==> src/rtl/uart_tx_arbiter.sv <==
// Round-robin, packet-locked arbiter sharing one UART transmit byte port among NUM_REQ requesters.
// A stall timeout force-releases a lock whose owner stops supplying bytes mid-packet.
//
// state  | meaning
// IDLE   | no owner; arbitrate among valid requesters (no byte moves this cycle)
// LOCKED | owner's ready/valid path routed to the UART until its last byte or a stall timeout
module uart_tx_arbiter #(
   parameter int NUM_REQ        = 4,
   parameter int TIMEOUT_CYCLES = 125_000_000,
   parameter int ID_W           = $clog2(NUM_REQ)
) (
   input  logic                   clk,
   input  logic                   reset,
   input  logic [NUM_REQ*8-1:0]   req_data,
   input  logic [NUM_REQ-1:0]     req_valid,
   input  logic [NUM_REQ-1:0]     req_last,
   output logic [NUM_REQ-1:0]     req_ready,
   output logic [7:0]             tx_data,
   output logic                   tx_valid,
   input  logic                   tx_ready,
   output logic                   busy,
   output logic [ID_W-1:0]        grant_id,
   output logic                   timeout
);

   typedef enum logic {IDLE, LOCKED} state_t;

   localparam bit          TIMEOUT_EN = (TIMEOUT_CYCLES != 0);
   localparam logic [31:0] STALL_LAST = 32'(TIMEOUT_CYCLES - 1);

   state_t          state;
   logic [ID_W-1:0] owner;
   logic [ID_W-1:0] last_grant;
   logic [31:0]     stall_cnt;
   logic [7:0]      req_bytes [NUM_REQ];
   logic [ID_W-1:0] cand;
   logic [ID_W-1:0] pick_idx;
   logic            pick_found;
   logic            handshake;
   logic            stall_hit;

   for (genvar g = 0; g < NUM_REQ; g++) begin : g_bytes
      assign req_bytes[g] = req_data[g*8 +: 8];
   end

   // first valid requester after the previous owner, wrapping around
   always_comb begin
      pick_found = 1'b0;
      pick_idx   = '0;
      cand       = '0;
      for (int k = 1; k <= NUM_REQ; k++) begin
         cand = ID_W'((int'(last_grant) + k) % NUM_REQ);
         if (!pick_found && req_valid[cand]) begin
            pick_found = 1'b1;
            pick_idx   = cand;
         end
      end
   end

   always_comb begin
      req_ready = '0;
      tx_valid  = 1'b0;
      tx_data   = req_bytes[owner];
      if (state == LOCKED) begin
         tx_valid         = req_valid[owner];
         req_ready[owner] = tx_ready;
      end
   end

   assign handshake = (state == LOCKED) && req_valid[owner] && tx_ready;
   assign stall_hit = TIMEOUT_EN && (stall_cnt == STALL_LAST);
   assign busy      = (state == LOCKED);
   assign grant_id  = owner;

   always_ff @(posedge clk) begin
      if (reset) begin
         state      <= IDLE;
         last_grant <= ID_W'(NUM_REQ - 1);
         owner      <= '0;
         stall_cnt  <= '0;
         timeout    <= 1'b0;
      end else begin
         timeout <= 1'b0;
         case (state)
            IDLE: begin
               if (pick_found) begin
                  owner     <= pick_idx;
                  state     <= LOCKED;
                  stall_cnt <= '0;
               end
            end
            LOCKED: begin
               if (handshake) begin
                  stall_cnt <= '0;
                  if (req_last[owner]) begin
                     state      <= IDLE;
                     last_grant <= owner;
                  end
               end else if (!req_valid[owner]) begin
                  // UART backpressure (valid high, ready low) neither counts nor clears
                  if (stall_hit) begin
                     state      <= IDLE;
                     last_grant <= owner;
                     stall_cnt  <= '0;
                     timeout    <= 1'b1;
                  end else if (TIMEOUT_EN) begin
                     stall_cnt <= stall_cnt + 32'd1;
                  end
               end
            end
            default: state <= IDLE;
         endcase
      end
   end

endmodule

==> config.mk <==
export PLATFORM = sky130hd
export DESIGN_NAME = uart_tx_arbiter
export DESIGN_NICKNAME = d
export VERILOG_FILES = /design/src/rtl/uart_tx_arbiter.sv
export SDC_FILE = /design/constraint.sdc
export NUM_CORES = 1
export LEC_CHECK = 0
export BUFFER_PORTS_ARGS = -buffer_cell sky130_fd_sc_hd__buf_2
export CORE_ASPECT_RATIO = 1.2
export CORE_MARGIN = 1
export CORE_UTILIZATION = 40
export CTS_BUF_LIST = sky130_fd_sc_hd__clkbuf_8
export DETAILED_ROUTE_END_ITERATION = 8
export PLACE_DENSITY = 0.69
export SLEW_MARGIN = 15
export SYNTH_ARGS = -nofsm -noshare
export SYNTH_HDL_FRONTEND = slang
export SYNTH_SLANG_ARGS = --single-unit
==> constraint.sdc <==
create_clock -name clk -period 2 [get_ports clk]
set_input_delay 0.1 -clock clk [delete_from_list [all_inputs] [get_ports clk]]
set_output_delay 0.1 -clock clk [all_outputs]
set_load 0.05 [all_outputs]
==> impl.org <==
** Synthesis
- In the synthesized netlist the async set-or-reset flop fraction comes to 0%.
- Predominant post-synthesis flop cell :: sky130_fd_sc_hd__dfxtp_1
- The cell area that synthesis handed to floorplanning was 2680 sq um.
- Count of flip-flops with a built-in enable after synthesis :: 0
- In the post-synthesis netlist, the cell with the most instances is sky130_fd_sc_hd__dfxtp_1.
- Top cell type by total area after synthesis :: sky130_fd_sc_hd__dfxtp_1
- The number of nets in the synthesized netlist is 334.
- The netlist uses 52 different library cells.
- A synthesized cell averages 9.25 sq um.
- The Yosys step of the flow raised 0 warnings.
- In this run the biggest area consumer among cell types represents 28.4% of the synthesized area.
- Sequential element share of the synthesized area :: 28.4%
- Flop and latch count out of synthesis :: 38
- The commonest cells after synthesis are sky130_fd_sc_hd__dfxtp_1, sky130_fd_sc_hd__nand2_1, sky130_fd_sc_hd__nand3_1, sky130_fd_sc_hd__xnor2_1.
- After technology mapping, the gate count stands at 290.
- Top area cells in the synthesized netlist :: sky130_fd_sc_hd__dfxtp_1, sky130_fd_sc_hd__mux4_2, sky130_fd_sc_hd__xnor2_1, sky130_fd_sc_hd__nor3_2, sky130_fd_sc_hd__a211oi_2

** GRT
- Antenna violations before repair :: 0
- Pin count of the biggest net entering global routing :: 26
- The number of global-route vias before repair is 2468.
- The first global-routing pass estimated 11.4 mm of wire.
- After global routing the overflow that remains totals 0.
- Global routing consumed, over all layers together, 19.8% of the routing resources.

** Critical path
- Cell Chain, Critical Path :: or4_4, nor4_4, nand4_2, a21boi_4, buf_12, clkbuf_16, nor3_2
- The critical path runs through a total of 7 cells.
- For this run, the slowest stage of the critical path takes 560 ps.
- Cell family contributing the most delay on the critical path :: simple AND/OR/NAND/NOR gates
- Buffers plus inverters on the worst setup path :: 2
- Number of cells on the worst reg-to-reg path :: 7
- For this design, the slowest cell found on the critical path is sky130_fd_sc_hd__or4_4.
- The worst setup path is launched from a flop.
- Kind of critical path :: reg -> reg
- STA classifies the critical path endpoint as a flop.
- Peak fanout along the critical path :: 6
- CP Data Arrival Time :: 2190 ps
- Data required time of the critical path :: 2170 ps

** Floorplan
- Area of the core region :: 6450 sq um
- The floorplan step set the die width to 76.8 um.
- Initial Util :: 41.6%
- The floorplan has 32 rows.
- The die covers 7040 sq um.
- Die Span Y :: 91.7 um
- Top Ports :: 60

** Detailed routing
- The detail route stage leaves a number of antenna-violating nets equal to 0.
- Dividing the detail-routed via count by the number of cells gives 5.63.
- After detailed routing, the number of remaining DRC violations is 0.
- WL per Instance :: 15.5 um
- Number of DRC markers after the initial detailed-route iteration :: 114
- The pre-antenna-repair detailed-routing pass consisted of 4 iterations.
- Wirelength, routed :: 7.02 mm
- The final route contains 2543 vias.

** CTS
- Clock tree buffer depth :: 2
- Clock tree from TritonCTS :: yes
- The clock net in this run drives a total of 38 sinks.
- Clock edge transition at the registers on the reported setup and hold paths :: 80 ps
- Clk root buf :: sky130_fd_sc_hd__clkbuf_8
- Number of clock buffers inserted by TritonCTS :: 5
- H-Tree Depth :: 2
- CTS hold repair buffers :: 0
- Clock latency reported for the late side of the worst-skew pair :: 300 ps

** Flow run
- Max-cap violations in this run came to 0.

** Pwr
- Net switching component of the power :: 0.000748 W
- The internal portion of the total power is 0.00135 W.
- Clock share of power :: 26.7%
- Power share of the sequential group :: 37.9%
- Combinational fraction of design power :: 35.3%
- Leak pwr :: 1.25 nW
- In this run the power density over the cells is 612 nW/um^2.
- Switching Fraction :: 35.6%
- IR analysis of the VDD net gives a maximum drop of 0.261 mV.

** Layout
- The multi-input combinational cells in the finished layout cover a total of 1820 sq um.
- The finished cells cover 3430 sq um.
- The repair_antennas step left the layout with diodes totalling 0.
- Number of nets at the end of the flow :: 410
- Share of final-layout standard cells stronger than drive strength 1 :: 43.1%
- For this run, the number of standard cells in the final layout without fillers is 452.
- The sequential cells in the finished layout cover a total of 768 sq um.
- Number of fill cells in the layout :: 576
- From synthesis to final layout, the design area changed by 27.8%.

** Placement
- Post-Place Cell Area :: 3160 sq um
- Timing analysis after detailed placement gives a worst setup slack of 43.7 ps.
- Count of buffers inserted at the top-level ports :: 59
- Routability Congestion :: 0.851
- Counting tap cells, the placed design contains a total of 437 instances.
- Estimated wirelength of the detail-placed design :: 5.00 mm

** Hold path
- The worst hold path passes through 4 cells.
- The min-delay analysis places its worst path in the category in -> reg.

** Timing
- The number of hold violations in the final report came to 0.
- Worst relative slew slack :: 56.0%
- Tcrit/Tclk final :: 101%
- For the pin with the worst max-slew slack, the measured transition is 660 ps.
- Final number of setup-violating endpoints :: 16
- The number of pins with negative max-slew slack in the final report was 0.
- In the post-route analysis, the smallest setup slack over all paths is -18.7 ps.
- The routed design could run at a clock period as short as 2020 ps.
- Static timing analysis puts the maximum clock frequency at 0.495 GHz.
- Setup repair after global routing could not meet its margin everywhere.
- The clock arrives with 9.09 ps of skew.

** Run status
- Failing checks :: negative setup slack
- Status :: complete, but fails checks
[registers in the layout, indices dropped and copies added (netlist names)]
signal	cells
stall_cnt	32
busy	1
grant_id	2
timeout	1
last_grant	2
[cell usage in the layout, fill, tap and decap left out, types with 10 or more instances in the layout]
cell type                 Yosys  routed
sky130_fd_sc_hd__o21ai_0     13      13
sky130_fd_sc_hd__nor3_2      13      17
sky130_fd_sc_hd__nand2_1     22      22
sky130_fd_sc_hd__mux4_2      10      10
sky130_fd_sc_hd__dfxtp_1     38      34
sky130_fd_sc_hd__buf_2        4      59
sky130_fd_sc_hd__nor3_1      14      10
sky130_fd_sc_hd__nor2_1      13      13
sky130_fd_sc_hd__nand4_1     11      11
sky130_fd_sc_hd__nor4_1      14      12
sky130_fd_sc_hd__buf_4        3      27
sky130_fd_sc_hd__xnor2_1     17      17
sky130_fd_sc_hd__nand3_1     17      17
[worst paths after layout]
kind	startpoint	end	slack, ps
max	stall_cnt[28]	stall_cnt[19]	-20
min	req_valid[2]	grant_id[0]	190
max reg2reg	stall_cnt[28]	stall_cnt[19]	-20
min reg2reg	stall_cnt[26]	stall_cnt[26]	530
[metal layers]
| metal | wire length, um | global-route usage [%] | share of wire, % |
|---|---|---|---|
| met1 | 2890 | 22.2 | 41 |
| met2 | 3620 | 36.4 | 52 |
| met3 | 385 | 4.58 | 5.5 |
| met4 | 118 | 6.73 | 1.7 |
| met5 | 0 | 0 | 0 |
[per-stage QoR]
stage | utilization, % | power, W | hold WS (ps) | TNS [ps]
5_1_grt | 53.2 | 0.00219 | 228 | -1140
4_1_cts | 50.4 | 0.00200 | 187 | 0
3_3_place_gp | 49.0 | 0.00144 | 488 | 0
3_5_place_dp | 49.0 | 0.00145 | 496 | 0
6_report | 53.2 | 0.00210 | 186 | -182
2_1_floorplan | - | 0.00130 | 280 | -410
[area by class of cell]
| class | instances | area share [%] |
|---|---|---|
| Multi-Input combinational cell | 222 | 53.1 |
| Sequential cell | 38 | 22.4 |
| Timing Repair Buffer | 92 | 17.9 |
| Tap cell | 85 | 3.10 |
| Clock buffer | 6 | 2.41 |
| Inverter | 7 | 0.766 |
| Clock inverter | 2 | 0.255 |
[worst reg2reg max path, delay by kind of cell, from the launching register on]
family          cells  cell delay (ps)
simple gates        4             1060
flops               1              330
buf+inv             2              300
compound gates      1              190
[timing repair]
action	CTS	global route
endpoints found under the setup margin	0	25
gates resized for setup	0	15
buffers inserted	0	4
[power by group through the flow]
stage	logic [W]	registers [W]	clock network (W)
3_3_place_gp	0.000626	0.000814	0
6_report	0.000742	0.000797	0.000561
5_1_grt	0.000785	0.000800	0.000602
2_1_floorplan	0.000463	0.000836	0
4_1_cts	0.000635	0.000797	0.000565
3_5_place_dp	0.000634	0.000815	0
[cells by family (layout without fill, tap and decap cells)]
group	count (synthesis)	count (layout)	synth area share, %
simple gates	151	151	36.2
fa+ha+maj	1	1	0.466
xor+xnor	22	22	7.18
compound gates	34	34	11.3
flops	38	38	28.4
mux	14	14	10.2
buf+inv	30	107	6.20
No activity file was read; power rests on OpenSTA's default activity.
